**src/rtl/ok_wire_or_pipe.sv**
```systemverilog
// ok_wire_or_pipe
//   Wired-OR combiner for N endpoint-to-host buses with an optional collision
//   monitor. Each enabled channel slice is OR-ed into one W-bit word that travels
//   through a STAGES-deep register pipeline to okEH.
//
//   Optional feature macro: OK_WIREOR_COLLDET_EN
//     defined   -> collision detection, pulse pipeline and statistics are built
//     undefined -> collision/statistics outputs are tied to 0, clr_stat ignored
//
//   Ports
//     okClk        in   1      clock, rising edge
//     okRst_n      in   1      synchronous active-low reset
//     okEHx        in   N*W    channel i at bits [i*W +: W]
//     chan_en      in   N      per-channel enable (low forces channel to zero)
//     clr_stat     in   1      clear collision statistics
//     okEH         out  W      OR of enabled slices, STAGES cycles later
//     collision    out  1      two or more channels active in the sample of okEH
//     coll_sticky  out  1      set by any collision until clear/reset
//     coll_count   out  16     saturating collision count
//     coll_chan    out  N      activity mask of the first collision since clear/reset
module ok_wire_or_pipe #(
   parameter int unsigned N      = 1,
   parameter int unsigned W      = 65,
   parameter int unsigned STAGES = 1
) (
   input  logic             okClk,
   input  logic             okRst_n,
   input  logic [N*W-1:0]   okEHx,
   input  logic [N-1:0]     chan_en,
   input  logic             clr_stat,
   output logic [W-1:0]     okEH,
   output logic             collision,
   output logic             coll_sticky,
   output logic [15:0]      coll_count,
   output logic [N-1:0]     coll_chan
);

   logic [W-1:0] w_or;
   logic [N-1:0] w_act;
   logic [W-1:0] r_data [STAGES];

   // Disabled channels contribute nothing, so their bits (X or not) never reach okEH.
   always_comb begin
      w_or  = '0;
      w_act = '0;
      for (int unsigned i = 0; i < N; i++) begin
         if (chan_en[i]) begin
            w_or     = w_or | okEHx[i*W +: W];
            w_act[i] = |okEHx[i*W +: W];
         end
      end
   end

   always_ff @(posedge okClk) begin
      if (!okRst_n) begin
         for (int unsigned s = 0; s < STAGES; s++) r_data[s] <= '0;
      end else begin
         r_data[0] <= w_or;
         for (int unsigned s = 1; s < STAGES; s++) r_data[s] <= r_data[s-1];
      end
   end

   assign okEH = r_data[STAGES-1];

`ifdef OK_WIREOR_COLLDET_EN
   logic         w_multi;
   logic         r_coll [STAGES];
   logic [N-1:0] r_mask [STAGES];
   logic         r_sticky;
   logic [15:0]  r_count;
   logic [N-1:0] r_chan;

   // x & (x-1) clears the lowest set bit; anything left means two or more active.
   assign w_multi = (w_act & (w_act - 1'b1)) != '0;

   // Collision flag and its mask ride alongside the data word so they emerge together.
   always_ff @(posedge okClk) begin
      if (!okRst_n) begin
         for (int unsigned s = 0; s < STAGES; s++) begin
            r_coll[s] <= 1'b0;
            r_mask[s] <= '0;
         end
      end else begin
         r_coll[0] <= w_multi;
         r_mask[0] <= w_act;
         for (int unsigned s = 1; s < STAGES; s++) begin
            r_coll[s] <= r_coll[s-1];
            r_mask[s] <= r_mask[s-1];
         end
      end
   end

   assign collision = r_coll[STAGES-1];

   // A clear coinciding with a collision restarts the statistics from that collision.
   always_ff @(posedge okClk) begin
      if (!okRst_n) begin
         r_sticky <= 1'b0;
         r_count  <= '0;
         r_chan   <= '0;
      end else if (clr_stat) begin
         r_sticky <= collision;
         r_count  <= collision ? 16'd1 : 16'd0;
         r_chan   <= collision ? r_mask[STAGES-1] : '0;
      end else if (collision) begin
         r_sticky <= 1'b1;
         if (r_count != '1) r_count <= r_count + 16'd1;
         if (!r_sticky)     r_chan  <= r_mask[STAGES-1];
      end
   end

   assign coll_sticky = r_sticky;
   assign coll_count  = r_count;
   assign coll_chan   = r_chan;
`else
   logic w_unused;
   assign w_unused    = ^{clr_stat, w_act};
   assign collision   = 1'b0;
   assign coll_sticky = 1'b0;
   assign coll_count  = '0;
   assign coll_chan   = '0;
`endif

endmodule

```
**config.mk**
```make
export PLATFORM = sky130hd
export DESIGN_NAME = ok_wire_or_pipe
export DESIGN_NICKNAME = d
export VERILOG_FILES = /design/src/rtl/ok_wire_or_pipe.sv
export SDC_FILE = /design/constraint.sdc
export NUM_CORES = 1
export LEC_CHECK = 0
export ABC_CLOCK_PERIOD_IN_PS = 800
export BUFFER_PORTS_ARGS = -buffer_cell sky130_fd_sc_hd__buf_2
export CAP_MARGIN = 20
export CORE_UTILIZATION = 25
export CTS_CLUSTER_DIAMETER = 30
export DETAILED_ROUTE_END_ITERATION = 6
export HOLD_SLACK_MARGIN = 0.03
export PLACE_DENSITY_LB_ADDON = 0.08
export SETUP_SLACK_MARGIN = 0.02
export SYNTH_ARGS = -nofsm -noshare
export SYNTH_HDL_FRONTEND = slang
export SYNTH_SLANG_ARGS = --single-unit
```
**constraint.sdc**
```tcl
create_clock -name okClk -period 0.8 [get_ports okClk]
set_input_delay 0.04 -clock okClk [delete_from_list [all_inputs] [get_ports okClk]]
set_output_delay 0.04 -clock okClk [all_outputs]
set_load 0.03 [all_outputs]
```
Yosys cells after proc, flatten, opt, wreduce, memory -nomap -nowiden
Memories as Yosys holds them, arrays and structs flattened. Cells that the tools add are included.

Muxes and demuxes: 5. Reduce and logical (&&, ||, !) cells: 1.

Operator list (number): $mux 65 (2); $reduce_or 65->1 (1); $mux 1 (3).

Bits in registers: 0. RAM bits: 65. Bits of input ports: 69. Output and inout bits: 84. Logic and storage cells: 7. Memories kept: 1.

Memory list: r_data (depth 1, bits a word 65, rd ports 1, clocked after Yosys merged registers in 0, wr ports 1, RTL line 40) `logic [W-1:0] r_data [STAGES];`.

Longest topological paths before layout
Gate-level depths: netlist of run 1.

Depth after elaboration: 3. Depth in mapped cells: 3. Depth with buffers taken out: 1.

Worst setup path before layout of run 1
No wires, ideal clock.

Path type: input-to-reg. From: in chan_en. To: mem r_data[0][12]. Library setup time: 0.116 ns. Arrival: 0.446 ns. Required time: 0.684 ns. Slack: 0.238 ns. Stages: 3. Cells stage by stage: buf_4 buf_4 and3_1.

Longest elaborated chain between the ends: 2.

Ends and longest elaborated chain: start, declared (RTL line 29) `input logic [N-1:0] chan_en,`; $mux 65 (RTL line 47) `if (chan_en[i]) begin`; $mux 65 (no source line); end, declared (RTL line 40).

No other way between the ends.

Worst setup path after layout of run 1
From: mem r_data[0][29]. To: out okEH[29].

Longest elaborated chain between the ends: 1.

Ends and longest elaborated chain: $mem_v2 1x65; end, declared (RTL line 31) `output logic [W-1:0] okEH,`.

No other way between the ends.

==> run summary, run 1 <==
cell accounting for the most synthesized area -> dfxtp_1
internal power consumption -> 0.00578 W
mean routed wirelength per cell -> 12.3 um
RSZ-0062 raised after global routing -> true
fin util -> 51.8%
most frequent cells in the layout -> 67 x buf_2, 65 x and3_1, 65 x dlygate4sd3_1, 65 x buf_6, 65 x dfxtp_2
crit-path cells -> buf_6
cell count after synthesis -> 164
1st-iter DRT viols -> 39
hold path depth -> 3
switching part of the total -> 24.6%
clock sinks -> 65
FF+latch area -> 1380 sq um
Setup crit start kind -> flip-flop
DRT Pass-1 Iters -> 4
Hold WS -> 0.171 ns
# rows -> 32
minimum clock period -> 0.831 ns
Seq pwr share -> 45.0%
largest delay contributor family on the critical path -> flip-flops
top cells by area, synth -> dfxtp_1 66%, and3_1 21%, buf_4 9.5%, buf_6 3.4%, buf_2 0.25%
Die Y -> 90.9 um
final worst-path cycle share -> 104%
IO Count -> 153
largest net degree at the start of global routing -> 41
core area -> 7690 sq um
CP Capture Type -> output port
max reg flops -> 65
multi-input logic area -> 478 sq um
WHS Endpoint -> r_data[0][23]
Slowest-stage cell, CP -> dfxtp_2
Mean Syn Cell Area -> 12.1 sq um
vias per cell -> 3.97
Reg clk slew, reported paths -> 0.07 ns
Seq/Total Area, Yosys -> 65.8%
non-filler cells, final -> 468
combinational fraction of design power -> 16.7%
Port Buf Inserts -> 132
CP bufs+invs -> 1
net switching power -> 0.00188 W
vias in the first global route -> 1930
clock network power share -> 38.3%
final worst-path setup slack -> -0.0312 ns
global-route wire length before repair -> 9050 um
biggest regs -> r_data x65
Cells after DPL -> 387
LEAKAGE -> 2.06 nW
Worst Hold Class -> in -> reg
CTS Buf Count -> 9
Cell Pwr Density -> 1920 nW/um^2
Initial Utilization -> 25.7%
Critical Path AT -> 0.79 ns
DRC violations left -> 0
total power -> 0.00767 W
crit path max fanout -> 1
status -> finished with violations
vias -> 1856
post-route ant nets -> 0
width of the die -> 90.9 um
Remaining Overflow, GRT -> 0
Setup Buffers After CTS -> 0
P&R area growth vs syn -> 102%
initial antenna violation count -> 0
HPWL Detailed -> 3300 um
setup TNS -> -0.981 ns
final net count -> 430
Max-cap violations -> 0
Synthesis Warnings -> 0
# fillers -> 691
fraction of layout cells with a size suffix above 1 -> 59.0%
critical path type -> reg -> out
WL final -> 5740 um
ant diodes -> 0
CTS Buffer Depth -> 2
most common cell after layout, fill and taps aside -> buf_2
Max Clk Rate -> 1200 MHz
RePlAce Congestion -> 0.636
Slew Limit Fails -> 0
Finish-stage setup viols -> 65
min-delay src -> chan_en
Final Hold Vio Count -> 0
slowest stage delay, CP -> 0.34 ns
Crit path required time -> 0.76 ns
Distinct cells, synth -> 7
CTS tree -> yes
root buffer cell -> clkbuf_8
Yosys reg bits -> 65
Reg with most FFs -> r_data
post-synth top area share -> 65.8%
H-tree depth -> 3
violated checks -> negative setup slack
Mapped Area -> 1980 sq um
Worst VDD drop -> 0.000808 V
Die ar. -> 8270 sq um
GRT Overall Usage -> 14.3%
[what timing repair did]
item / in CTS / in global routing
gates resized for setup: 195 / 0
hold buffers: 65 / 0
setup endpoints to repair: 65 / 65
hold endpoints to repair: 65 / 0
[worst max-delay path by stage]
stage / startpoint / slack [ns] / depth (start not counted) / endpoint
global placement: okRst_n / 0.13 / 3 / r_data[0][11]
finish: r_data[0][29] / -0.03 / 1 / okEH[29]
floorplan: chan_en / 0.24 / 3 / r_data[0][12]
detailed placement: okRst_n / 0.13 / 3 / r_data[0][41]
CTS: r_data[0][37] / -0.06 / 1 / okEH[37]
global route: r_data[0][32] / -0.07 / 1 / okEH[32]
[cell type report]
class,instances,area share (%)
clock inverters,6,2.07
flip-flops and latches,65,34.7
clock buffers,10,3.20
well taps,102,3.20
repair buffers,201,44.8
multi-input cells,84,12.0
[stage by stage]
stage                     setup slack, ns  cell area (sq um)
after floorplan                     0.238               2040
after CTS                         -0.0556               3980
after global routing              -0.0747               3980
after global placement              0.130               2640
final                             -0.0312               3980
after detailed placement            0.126               2640
[Yosys cell counts]
master and instances:
buf_6 6, and3_1 65, conb_1 1, dfxtp_1 65, buf_2 1, clkbuf_2 1
buf_4 25
[worst min-delay path, delay by kind of cell]
kind / cells / cell delay [ns]
buf+inv: 2 / 0.29
simple gates: 1 / 0.14
[per-layer routing]
layer  GRT usage [%]  routed length [um]  up-vias
met2            25.7                3030       87
li1                -                   -      904
met3            4.97                 408       17
met5               0                   0        -
met4            8.73                 182        0
met1            14.1                2120      848
[power groups by stage]
stage / logic, W / clock network [W] / registers (W)
global placement: 0.000874 / 0 / 0.00346
CTS: 0.00127 / 0.00306 / 0.00345
finish: 0.00128 / 0.00294 / 0.00345
detailed placement: 0.000871 / 0 / 0.00346
global route: 0.00135 / 0.00321 / 0.00346
floorplan: 0.000366 / 0 / 0.00374
[cells by family (layout without fill, tap and decap cells)]
family / Yosys count / in the layout / share of synthesized area [%]
other cells: 1 / 19 / 0.190
flops: 65 / 65 / 65.8
simple gates: 65 / 65 / 20.6
buf+inv: 33 / 217 / 13.4
Power figures use the tool's default switching activity.
==> run 2, diff against run 1 <==
- PLACE_DENSITY_LB_ADDON: 0.08 -> default
==> run 2 against run 1 <==
  * The run still ends with negative setup slack left
  * First-iteration DRC count decreased by 46%
  * Worst hold slack better by 0.018 ns
  * Die area is the same
  * Largest cell class unchanged
==> run summary, run 2 (synthesis results as in run 1) <==
DRT Pass-1 Iters -> 4 (unchanged)
1st-iter DRT viols -> 21 (was 39)
crit-path cells -> buf_6 (unchanged)
WL final -> 5880 um (was 5740 um)
core area -> 7690 sq um (unchanged)
vias per cell -> 4.01 (was 3.97)
RePlAce Congestion -> 0.665 (was 0.636)
vias in the first global route -> 1952 (was 1930)
CP Capture Type -> output port (unchanged)
Critical Path AT -> 0.79 ns (about the same)
Slowest-stage cell, CP -> dfxtp_2 (unchanged)
width of the die -> 90.9 um (unchanged)
root buffer cell -> clkbuf_8 (unchanged)
H-tree depth -> 3 (unchanged)
RSZ-0062 raised after global routing -> true (unchanged)
Setup crit start kind -> flip-flop (unchanged)
vias -> 1869 (was 1856)
Initial Utilization -> 25.7% (unchanged)
final worst-path setup slack -> -0.0283 ns (was -0.0312 ns)
P&R area growth vs syn -> 99.4% (was 102%)
Max Clk Rate -> 1210 MHz (was 1200 MHz)
ant diodes -> 0 (unchanged)
mean routed wirelength per cell -> 12.6 um (was 12.3 um)
Worst Hold Class -> in -> reg (unchanged)
max reg flops -> 65 (unchanged)
HPWL Detailed -> 2990 um (was 3300 um)
CTS Buffer Depth -> 2 (unchanged)
largest net degree at the start of global routing -> 66 (was 41)
DRC violations left -> 0 (unchanged)
GRT Overall Usage -> 14.8% (was 14.3%)
CP bufs+invs -> 1 (unchanged)
most frequent cells in the layout -> 67 x buf_2, 65 x and3_1, 65 x dlygate4sd3_1, 65 x buf_6, 65 x dfxtp_2 (unchanged)
WP depth -> 1 (unchanged)
Crit. Startpoint -> r_data[0][34] (was r_data[0][29])
CTS Buf Count -> 9 (unchanged)
fin util -> 51.3% (was 51.8%)
initial antenna violation count -> 0 (unchanged)
# rows -> 32 (unchanged)
final net count -> 428 (was 430)
CTS tree -> yes (unchanged)
violated checks -> negative setup slack (unchanged)
final worst-path cycle share -> 104% (about the same)
Die Y -> 90.9 um (unchanged)
biggest regs -> r_data x65 (unchanged)
Die ar. -> 8270 sq um (unchanged)
Final Hold Vio Count -> 0 (unchanged)
Reg with most FFs -> r_data (unchanged)
LEAKAGE -> 2.04 nW (was 2.06 nW)
# fillers -> 669 (was 691)
post-route ant nets -> 0 (unchanged)
slowest stage delay, CP -> 0.33 ns (was 0.34 ns)
Cell Pwr Density -> 1880 nW/um^2 (was 1920 nW/um^2)
Crit path required time -> 0.76 ns (about the same)
hold path depth -> 3 (unchanged)
clock sinks -> 65 (unchanged)
Remaining Overflow, GRT -> 0 (unchanged)
Port Buf Inserts -> 132 (unchanged)
minimum clock period -> 0.828 ns (was 0.831 ns)
fraction of layout cells with a size suffix above 1 -> 59.1% (was 59.0%)
IO Count -> 153 (unchanged)
Reg clk slew, reported paths -> 0.07 ns (about the same)
most common cell after layout, fill and taps aside -> buf_2 (unchanged)
global-route wire length before repair -> 9230 um (was 9050 um)
Worst VDD drop -> 0.000849 V (was 0.000808 V)
total power -> 0.00743 W (was 0.00767 W)
largest delay contributor family on the critical path -> flip-flops (unchanged)
Slew Limit Fails -> 0 (unchanged)
crit path max fanout -> 1 (unchanged)
crit path capture -> okEH[34] (was okEH[29])
Max-cap violations -> 0 (unchanged)
status -> finished with violations (unchanged)
Finish-stage setup viols -> 65 (unchanged)
critical path type -> reg -> out (unchanged)
run 2: cell count changes in the layout (fill, tap and decap cells not counted), sizes merged:
cell,delta
bufinv,-1
buf,-2
clkinv,+1
run 2: final cells by class:
type                    instances  area (sq um)  share of cell area (%)
flip-flops and latches         65          1380                    35.1
multi-input cells              84           478                    12.1
clock buffers                  10           138                    3.49
well taps                     102           128                    3.24
repair buffers                199          1760                    44.6
clock inverters                 6          57.6                    1.46
run 2: layer usage:
| layer | vias up | share of wire, % | track usage [%] |
|---|---|---|---|
| li1 | 898 | - | - |
| met1 | 854 | 36 | 13.9 |
| met2 | 107 | 54 | 27.8 |
| met3 | 10 | 7.9 | 5.47 |
| met4 | 0 | 1.9 | 7.54 |
| met5 | - | 0 | 0 |
run 2: repair_timing:
action,in CTS,in global routing
gates cloned,0,0
resized for setup,195,0
setup endpoints to repair,65,65
hold endpoints to repair,65,0
setup buffers,0,0
hold buffers,65,0
run 2: through the flow:
step / TNS (ns) / instance area [sq um] / hold slack [ns] / std cells / setup WS [ns]
2_1_floorplan: 0 / 2040 / 0.199 / 182 / 0.238
3_3_place_gp: 0 / 2610 / 0.277 / 385 / 0.152
3_5_place_dp: 0 / 2610 / 0.281 / 385 / 0.134
4_1_cts: -2.92 / 3940 / 0.173 / 466 / -0.0585
5_1_grt: -3.77 / 3940 / 0.192 / 466 / -0.0720
6_report: -1.09 / 3940 / 0.189 / 466 / -0.0283
run 2: power by group:
| part | internal (W) | switching [W] |
|---|---|---|
| registers | 0.00339 | 0.0000593 |
| clock network | 0.00150 | 0.00121 |
| logic | 0.000641 | 0.000622 |
run 2: worst min-delay path by stage:
stage                                to  slack [ns]  startpoint
after global routing      r_data[0][42]        0.19     chan_en
final                      r_data[0][4]        0.19     chan_en
after CTS                 r_data[0][24]        0.17     chan_en
after floorplan            r_data[0][0]        0.20    okEHx[0]
after detailed placement   r_data[0][3]        0.28    okEHx[3]
after global placement     r_data[0][6]        0.28    okEHx[6]
